## src/rtl/serial_adder.sv

```systemverilog
// Bit-serial adder: one full-adder slice plus a carry flop, LSB first, W edges per add.
// Define SERIAL_ADDER_OVF_EN to add the signed-overflow output ovf.
module serial_adder #(
  parameter int W = 8
) (
  input  logic         clk,
  input  logic         rst_n,
  input  logic         start,
  input  logic [W-1:0] a,
  input  logic [W-1:0] b,
  input  logic         cin,
  output logic         busy,
  output logic         done,
  output logic [W-1:0] sum,
  output logic         cout
`ifdef SERIAL_ADDER_OVF_EN
  ,
  output logic         ovf
`endif
);

  localparam int CW = (W > 1) ? $clog2(W) : 1;
  localparam logic [CW-1:0] LAST = CW'(W - 1);

  typedef enum logic [1:0] {
    IDLE = 2'd0,
    RUN  = 2'd1,
    DONE = 2'd2
  } state_t;

  state_t         state_q, state_d;
  logic [W-1:0]   sa_q, sa_d;
  logic [W-1:0]   sb_q, sb_d;
  logic           c_q, c_d;
  logic [CW-1:0]  cnt_q, cnt_d;
  logic [W-1:0]   sum_q, sum_d;
  logic           cout_q, cout_d;
`ifdef SERIAL_ADDER_OVF_EN
  logic           ovf_q, ovf_d;
`endif

  logic           bit_s;
  logic           carry_new;
  logic [W-1:0]   s_msb;

  always_comb begin
    state_d   = state_q;
    sa_d      = sa_q;
    sb_d      = sb_q;
    c_d       = c_q;
    cnt_d     = cnt_q;
    sum_d     = sum_q;
    cout_d    = cout_q;
`ifdef SERIAL_ADDER_OVF_EN
    ovf_d     = ovf_q;
`endif
    bit_s     = sa_q[0] ^ sb_q[0] ^ c_q;
    carry_new = (sa_q[0] & sb_q[0]) | (c_q & (sa_q[0] ^ sb_q[0]));
    // Built this way so W=1 needs no zero-width slice of sum_q.
    s_msb        = '0;
    s_msb[W-1]   = bit_s;

    unique case (state_q)
      IDLE: begin
        if (start) begin
          sa_d    = a;
          sb_d    = b;
          c_d     = cin;
          cnt_d   = '0;
          state_d = RUN;
        end
      end
      RUN: begin
        c_d   = carry_new;
        sum_d = (sum_q >> 1) | s_msb;
        sa_d  = sa_q >> 1;
        sb_d  = sb_q >> 1;
        cnt_d = cnt_q + 1'b1;
        if (cnt_q == LAST) begin
          cout_d  = carry_new;
`ifdef SERIAL_ADDER_OVF_EN
          // c_q is the carry into the MSB on this final edge.
          ovf_d   = c_q ^ carry_new;
`endif
          state_d = DONE;
        end
      end
      DONE: begin
        state_d = IDLE;
      end
      default: begin
        state_d = IDLE;
      end
    endcase
  end

  always_ff @(posedge clk or negedge rst_n) begin
    if (!rst_n) begin
      state_q <= IDLE;
      sa_q    <= '0;
      sb_q    <= '0;
      c_q     <= 1'b0;
      cnt_q   <= '0;
      sum_q   <= '0;
      cout_q  <= 1'b0;
`ifdef SERIAL_ADDER_OVF_EN
      ovf_q   <= 1'b0;
`endif
    end else begin
      state_q <= state_d;
      sa_q    <= sa_d;
      sb_q    <= sb_d;
      c_q     <= c_d;
      cnt_q   <= cnt_d;
      sum_q   <= sum_d;
      cout_q  <= cout_d;
`ifdef SERIAL_ADDER_OVF_EN
      ovf_q   <= ovf_d;
`endif
    end
  end

  assign busy = (state_q != IDLE);
  assign done = (state_q == DONE);
  assign sum  = sum_q;
  assign cout = cout_q;
`ifdef SERIAL_ADDER_OVF_EN
  assign ovf  = ovf_q;
`endif

endmodule

```

## config.mk

```make
export PLATFORM = sky130hd
export DESIGN_NAME = serial_adder
export DESIGN_NICKNAME = d
export VERILOG_FILES = /design/src/rtl/serial_adder.sv
export SDC_FILE = /design/constraint.sdc
export NUM_CORES = 1
export LEC_CHECK = 0
export CAP_MARGIN = 20
export CORE_MARGIN = 2
export CORE_UTILIZATION = 51
export CTS_BUF_LIST = sky130_fd_sc_hd__clkbuf_2
export DETAILED_ROUTE_END_ITERATION = 6
export GPL_ROUTABILITY_DRIVEN = 0
export HOLD_SLACK_MARGIN = 0.06
export PLACE_DENSITY = 0.89
export REMOVE_ABC_BUFFERS = 1
export SETUP_SLACK_MARGIN = 0.4
export SLEW_MARGIN = 30
export SYNTH_ARGS = -nofsm -noshare
export SYNTH_HDL_FRONTEND = slang
export SYNTH_SLANG_ARGS = --single-unit
export TNS_END_PERCENT = 10
```

## constraint.sdc

```tcl
create_clock -name clk -period 1.62 [get_ports clk]
set_clock_uncertainty 0.05 [all_clocks]
set_input_delay 0.324 -clock clk [delete_from_list [all_inputs] [get_ports clk]]
set_output_delay 0.324 -clock clk [all_outputs]
set_load 0.05 [all_outputs]
```

==> impl_metrics.json, run 1 <==
{
  "drive_above_1_share": 0.413,
  "synth_area_um2": 1380,
  "insertion_delay_ps": 390,
  "cp_cell_sequence": "or2_4 > buf_12",
  "clk_pin_slew_worst_paths_ps": 170,
  "final_cells": 214,
  "via_per_inst": 6.21,
  "drt-pass1-iter-count": 4,
  "power_w": 0.00458,
  "yosysUniqueCellTypes": 23,
  "ios": 31,
  "status": "complete, no violations",
  "num_rows": 18,
  "wirelength_um": 4380,
  "die_area_um2": 3130,
  "cts_buffers": 5,
  "antenna_cells": 0,
  "seq_area_um2": 777,
  "critPathCaptureType": "primary output",
  "cp.arrival_ps": 1240,
  "ys_warn_count": 0,
  "stdcell_area_um2": 2220,
  "die_w_um": 55.9,
  "placed_cell_area_um2": 1850,
  "nets": 207,
  "synth.ff_latch_count": 31,
  "cpPeakStageDelay_ps": 450,
  "routed_wire_length_per_instance_um": 20.5,
  "crit_buf_inv": 1,
  "fillCellCount": 103,
  "ctsHoldBuffers": 0,
  "crit_start": "state_q[1]",
  "grt_max_degree": 32,
  "post_synth.cell_area_avg_um2": 9.96,
  "start_kind": "flip-flop",
  "reg2reg_from": "state_q[1]",
  "grt_pass1_wl_um": 5710,
  "placed_cells": 198,
  "final.min_clock_period_ps": 1620,
  "setup_viol": 0,
  "ys_seq_area_frac": 0.564,
  "rsz0062_at_grt": "true",
  "start_util": 0.545,
  "utilization": 0.880,
  "htreeDepth": 2,
  "antenna_found_initial": 0,
  "cts_buffer_depth": 2,
  "multi_input_area_um2": 774,
  "area_growth_pct": 61.5,
  "grt_overflow_total": 0,
  "synth_cells": 138,
  "hold_path.class": "in -> async",
  "p_leak_nw": 0.957,
  "crit_type": "reg -> out",
  "coreArea_um2": 2520,
  "cts_tree": "built",
  "grtUsageTotal": 0.235,
  "max_slew.worst_pin.slew_ps": 395,
  "dpl_worst_slack_ps": 48.9,
  "crit_family": "flip-flops",
  "timing.slew.headroom": 0.737,
  "drv_cap": 0,
  "grt_pass1_vias": 1271,
  "io_buffers": 30,
  "cts_root_buffer": "clkbuf_2",
  "clock.fmax_ghz": 0.618,
  "hold_viol": 0,
  "power_density_nw_per_um2": 2060,
  "cts_num_sinks": 31,
  "slew_violations": 0,
  "fin_ws_ps": 1.21,
  "required_ps": 1250,
  "worstPathMaxFanout": 3,
  "vias": 1329,
  "finalCritPeriodShare": 0.999,
  "fp.dieH_um": 55.9,
  "antenna_left": 0,
  "drc": 0,
  "post-dp-hpwl_um": 2240,
  "vdd_ir_drop_max_mv": 1.86,
  "drtIter0Drc": 67,
  "slowest_stage": "dfrtp_1"
}
per-layer routing:
layer  GRT usage  vias up  share of wire
met4       0.126        0          0.028
met5           0        -              0
li1            -      583              -
met1       0.296      671           0.38
met3      0.0628       16          0.051
met2       0.371       59           0.54
kinds of logic (layout without fill, tap and decap cells):
group,count (synthesis),in the layout,share of synthesized area
DFF,31,31,0.564
buffers and inverters,12,58,0.0437
AOI/OAI and AO/OA,50,50,0.219
and+or+nand+nor,41,41,0.132
adders and majority gates,3,3,0.0328
muxes,1,1,0.00819
worst paths after layout:
kind	to	slack [ps]	cells after the start
worst max-delay path	busy	1	2
worst min-delay path	sa_q[6]	250	2
worst max register to register	sum[2]	140	7
worst min register to register	cnt_q[2]	500	1
max in group asynchronous	sum[1]	950	2
min in group clk	sb_q[7]	420	3
stage by stage:
step / TNS, ps / hold WS, ps
6_report: 0 / 253
2_1_floorplan: 0 / -21.6
3_5_place_dp: 0 / 428
3_3_place_gp: 0 / 410
5_1_grt: -93.3 / 276
4_1_cts: 0 / 281
timing repair:
action	4_1_cts	5_1_grt
endpoints found under the setup margin	36	41
gates resized for setup	8	53
pin swaps	2	32
cloned	0	0
setup buffers	4	5
where the power goes:
group | leakage [nW] | switching, W | internal (W)
clock network | 0.0262 | 0.000276 | 0.0000910
logic | 0.565 | 0.00135 | 0.00131
registers | 0.365 | 0.000432 | 0.00113
flip-flops by register name, summed over array words and instances, names as in the netlist:
| name | count |
|---|---|
| sa_q | 8 |
| sb_q | 8 |
| sum | 8 |
| cnt_q | 3 |
| state_q | 2 |
| c_q | 1 |
| cout | 1 |
synth_stat cells:
cell type | number | area share
a22o_1 | 2 | 0.013
inv_2 | 1 | 0.0027
o22ai_1 | 27 | 0.12
clkbuf_1 | 3 | 0.0082
and2_1 | 1 | 0.0046
nor2_1 | 4 | 0.011
buf_2 | 6 | 0.022
nand2b_1 | 4 | 0.018
or2_0 | 1 | 0.0046
dfrtp_1 | 31 | 0.56
or3b_1 | 1 | 0.0064
o21ai_0 | 4 | 0.015
or2_1 | 1 | 0.0046
inv_1 | 1 | 0.0027
nor2b_1 | 2 | 0.0091
o221a_2 | 1 | 0.0082
a2bb2oi_1 | 1 | 0.0064
fa_1 | 1 | 0.015
mux2_1 | 1 | 0.0082
a21oi_1 | 15 | 0.055
ha_1 | 2 | 0.018
nand2_1 | 27 | 0.074
buf_6 | 1 | 0.0082
area by class of cell:
cell class	count	share of cell area
Clock buffer	5	0.0113
Clock inverter	2	0.00394
Inverter	2	0.00451
Multi-Input combinational cell	95	0.349
Sequential cell	31	0.350
Tap cell	30	0.0169
Timing Repair Buffer	49	0.265
placed cells by master (no fill, tap or decap), drive strengths merged, types with 4 or more instances in the layout:
cell	n
clkdlybuf4s50	19
o21ai	4
dfrtp	31
a21oi	15
buf	30
nand2b	4
nand2	27
o22ai	27
nor2	4
clkbuf	5
worst register-to-register path, delay by kind of cell, from the launching register on:
family	cells	cell delay, ps
buffers and inverters	4	540
DFF	1	450
and+or+nand+nor	3	310
(Power assumes the default switching activity.)
==> inputs of run 2 (changes only) <==
--- a/config.mk
+++ b/config.mk
@@ -6,7 +6,6 @@
 export NUM_CORES = 1
 export LEC_CHECK = 0
 export CAP_MARGIN = 20
-export CORE_MARGIN = 2
 export CORE_UTILIZATION = 51
 export CTS_BUF_LIST = sky130_fd_sc_hd__clkbuf_2
 export DETAILED_ROUTE_END_ITERATION = 6
==> impl_metrics.json, run 2 (synthesis gave the netlist of run 1 again) <==
{
  "timing.slew.headroom": 0.717,
  "clock.fmax_ghz": 0.626,
  "grt_pass1_wl_um": 5010,
  "reg2reg_slack_ps": 130,
  "fp.dieH_um": 53.9,
  "placed_cells": 195,
  "rr_worst_depth": 5,
  "hold_path.class": "in -> async",
  "worstPathMaxFanout": 3,
  "cts_tree": "built",
  "final_cell_mix": "dfrtp_1, nand2_1, o22ai_1",
  "die_w_um": 53.9,
  "status": "complete, no violations",
  "drive_above_1_share": 0.313,
  "io_buffers": 30,
  "drv_cap": 0,
  "finalCritPeriodShare": 0.987,
  "post-dp-hpwl_um": 2100,
  "grt_max_degree": 32,
  "start_kind": "flip-flop",
  "drt-pass1-iter-count": 4,
  "power_density_nw_per_um2": 2080,
  "cp.arrival_ps": 1220,
  "drc": 0,
  "num_rows": 18,
  "nets": 203,
  "hold_ws_ps": 277,
  "coreArea_um2": 2520,
  "final_common_cell": "dfrtp_1",
  "slew_violations": 0,
  "wirelength_um": 3570,
  "cts_root_buffer": "clkbuf_2",
  "grt_pass1_vias": 1197,
  "final_cells": 209,
  "p_leak_nw": 0.889,
  "vdd_ir_drop_max_mv": 1.61,
  "hold_viol": 0,
  "htreeDepth": 2,
  "antenna_cells": 0,
  "area_growth_pct": 49.3,
  "clk_pin_slew_worst_paths_ps": 150,
  "setup_viol": 0,
  "ios": 31,
  "antenna_found_initial": 0,
  "routed_wire_length_per_instance_um": 17.1,
  "grtUsageTotal": 0.249,
  "start_util": 0.545,
  "cts_buffer_depth": 2,
  "power_w": 0.00427,
  "required_ps": 1250,
  "die_area_um2": 2910,
  "via_per_inst": 5.83,
  "cts_buffers": 5,
  "rsz0062_at_grt": "true",
  "final.min_clock_period_ps": 1600,
  "critPathCaptureType": "primary output",
  "reg2reg_from": "state_q[0]",
  "cts_num_sinks": 31,
  "ctsHoldBuffers": 0,
  "grt_overflow_total": 0,
  "drtIter0Drc": 26,
  "r2r_end": "cout",
  "antenna_left": 0,
  "crit_type": "reg -> out",
  "max_slew.worst_pin.slew_ps": 423,
  "vias": 1218,
  "insertion_delay_ps": 360
}
run 2: cell count changes in the layout (fill, tap and decap cells not counted), moves of 3 or more:
| cell | before | now |
|---|---|---|
| buf_4 | 13 | 10 |
| o22ai_4 | 4 | 1 |
| o21ai_0 | 0 | 4 |
| o22ai_2 | 16 | 4 |
| o22ai_1 | 7 | 22 |
| o21ai_1 | 3 | 0 |
run 2: how the worst max path moves through the flow:
stage | depth (start not counted) | startpoint | end
finish | 2 | state_q[1] | busy
floorplan | 3 | state_q[0] | cout
CTS | 2 | state_q[1] | busy
global placement | 4 | start | sa_q[0]
detailed placement | 4 | start | sb_q[5]
global route | 2 | state_q[0] | busy
run 2: cell type report:
cell class / count / area, um^2
Sequential cell: 31 / 778
Multi-Input combinational cell: 95 / 649
Timing Repair Buffer: 45 / 547
Fill cell: 135 / 469
Tap cell: 30 / 37.5
Clock buffer: 6 / 30.0
Inverter: 2 / 11.3
run 2: timing repair:
item	CTS	global route
setup endpoints to repair	37	40
gates resized for setup	8	25
cloned	0	1
setup buffers	3	4
pin swaps	0	8
run 2: critical path, stage by stage, from the launching register on:
cell and delay (ps):
dfrtp_2 460, or2_4 260, buf_6 150
run 2: per-stage QoR:
stage	setup slack [ps]	util	setup TNS, ps	area [um^2]
floorplan	2.19	-	0	1320
detailed placement	-113	0.718	-956	1810
global route	-14.8	0.814	-19.0	2050
finish	21.8	0.814	0	2050
global placement	-22.1	0.718	-218	1810
CTS	34.8	0.748	0	1890
run 2: layer usage:
| metal | wire length [um] | track usage |
|---|---|---|
| met1 | 1430 | 0.287 |
| met2 | 1870 | 0.442 |
| met3 | 193 | 0.0678 |
| met4 | 80 | 0.0833 |
| met5 | 0 | 0 |
run 2: report_power, final:
group          internal (W)  switching, W  leakage (nW)
Combinational       0.00121       0.00123         0.500
Sequential          0.00113      0.000358         0.364
Clock             0.0000975      0.000246        0.0249
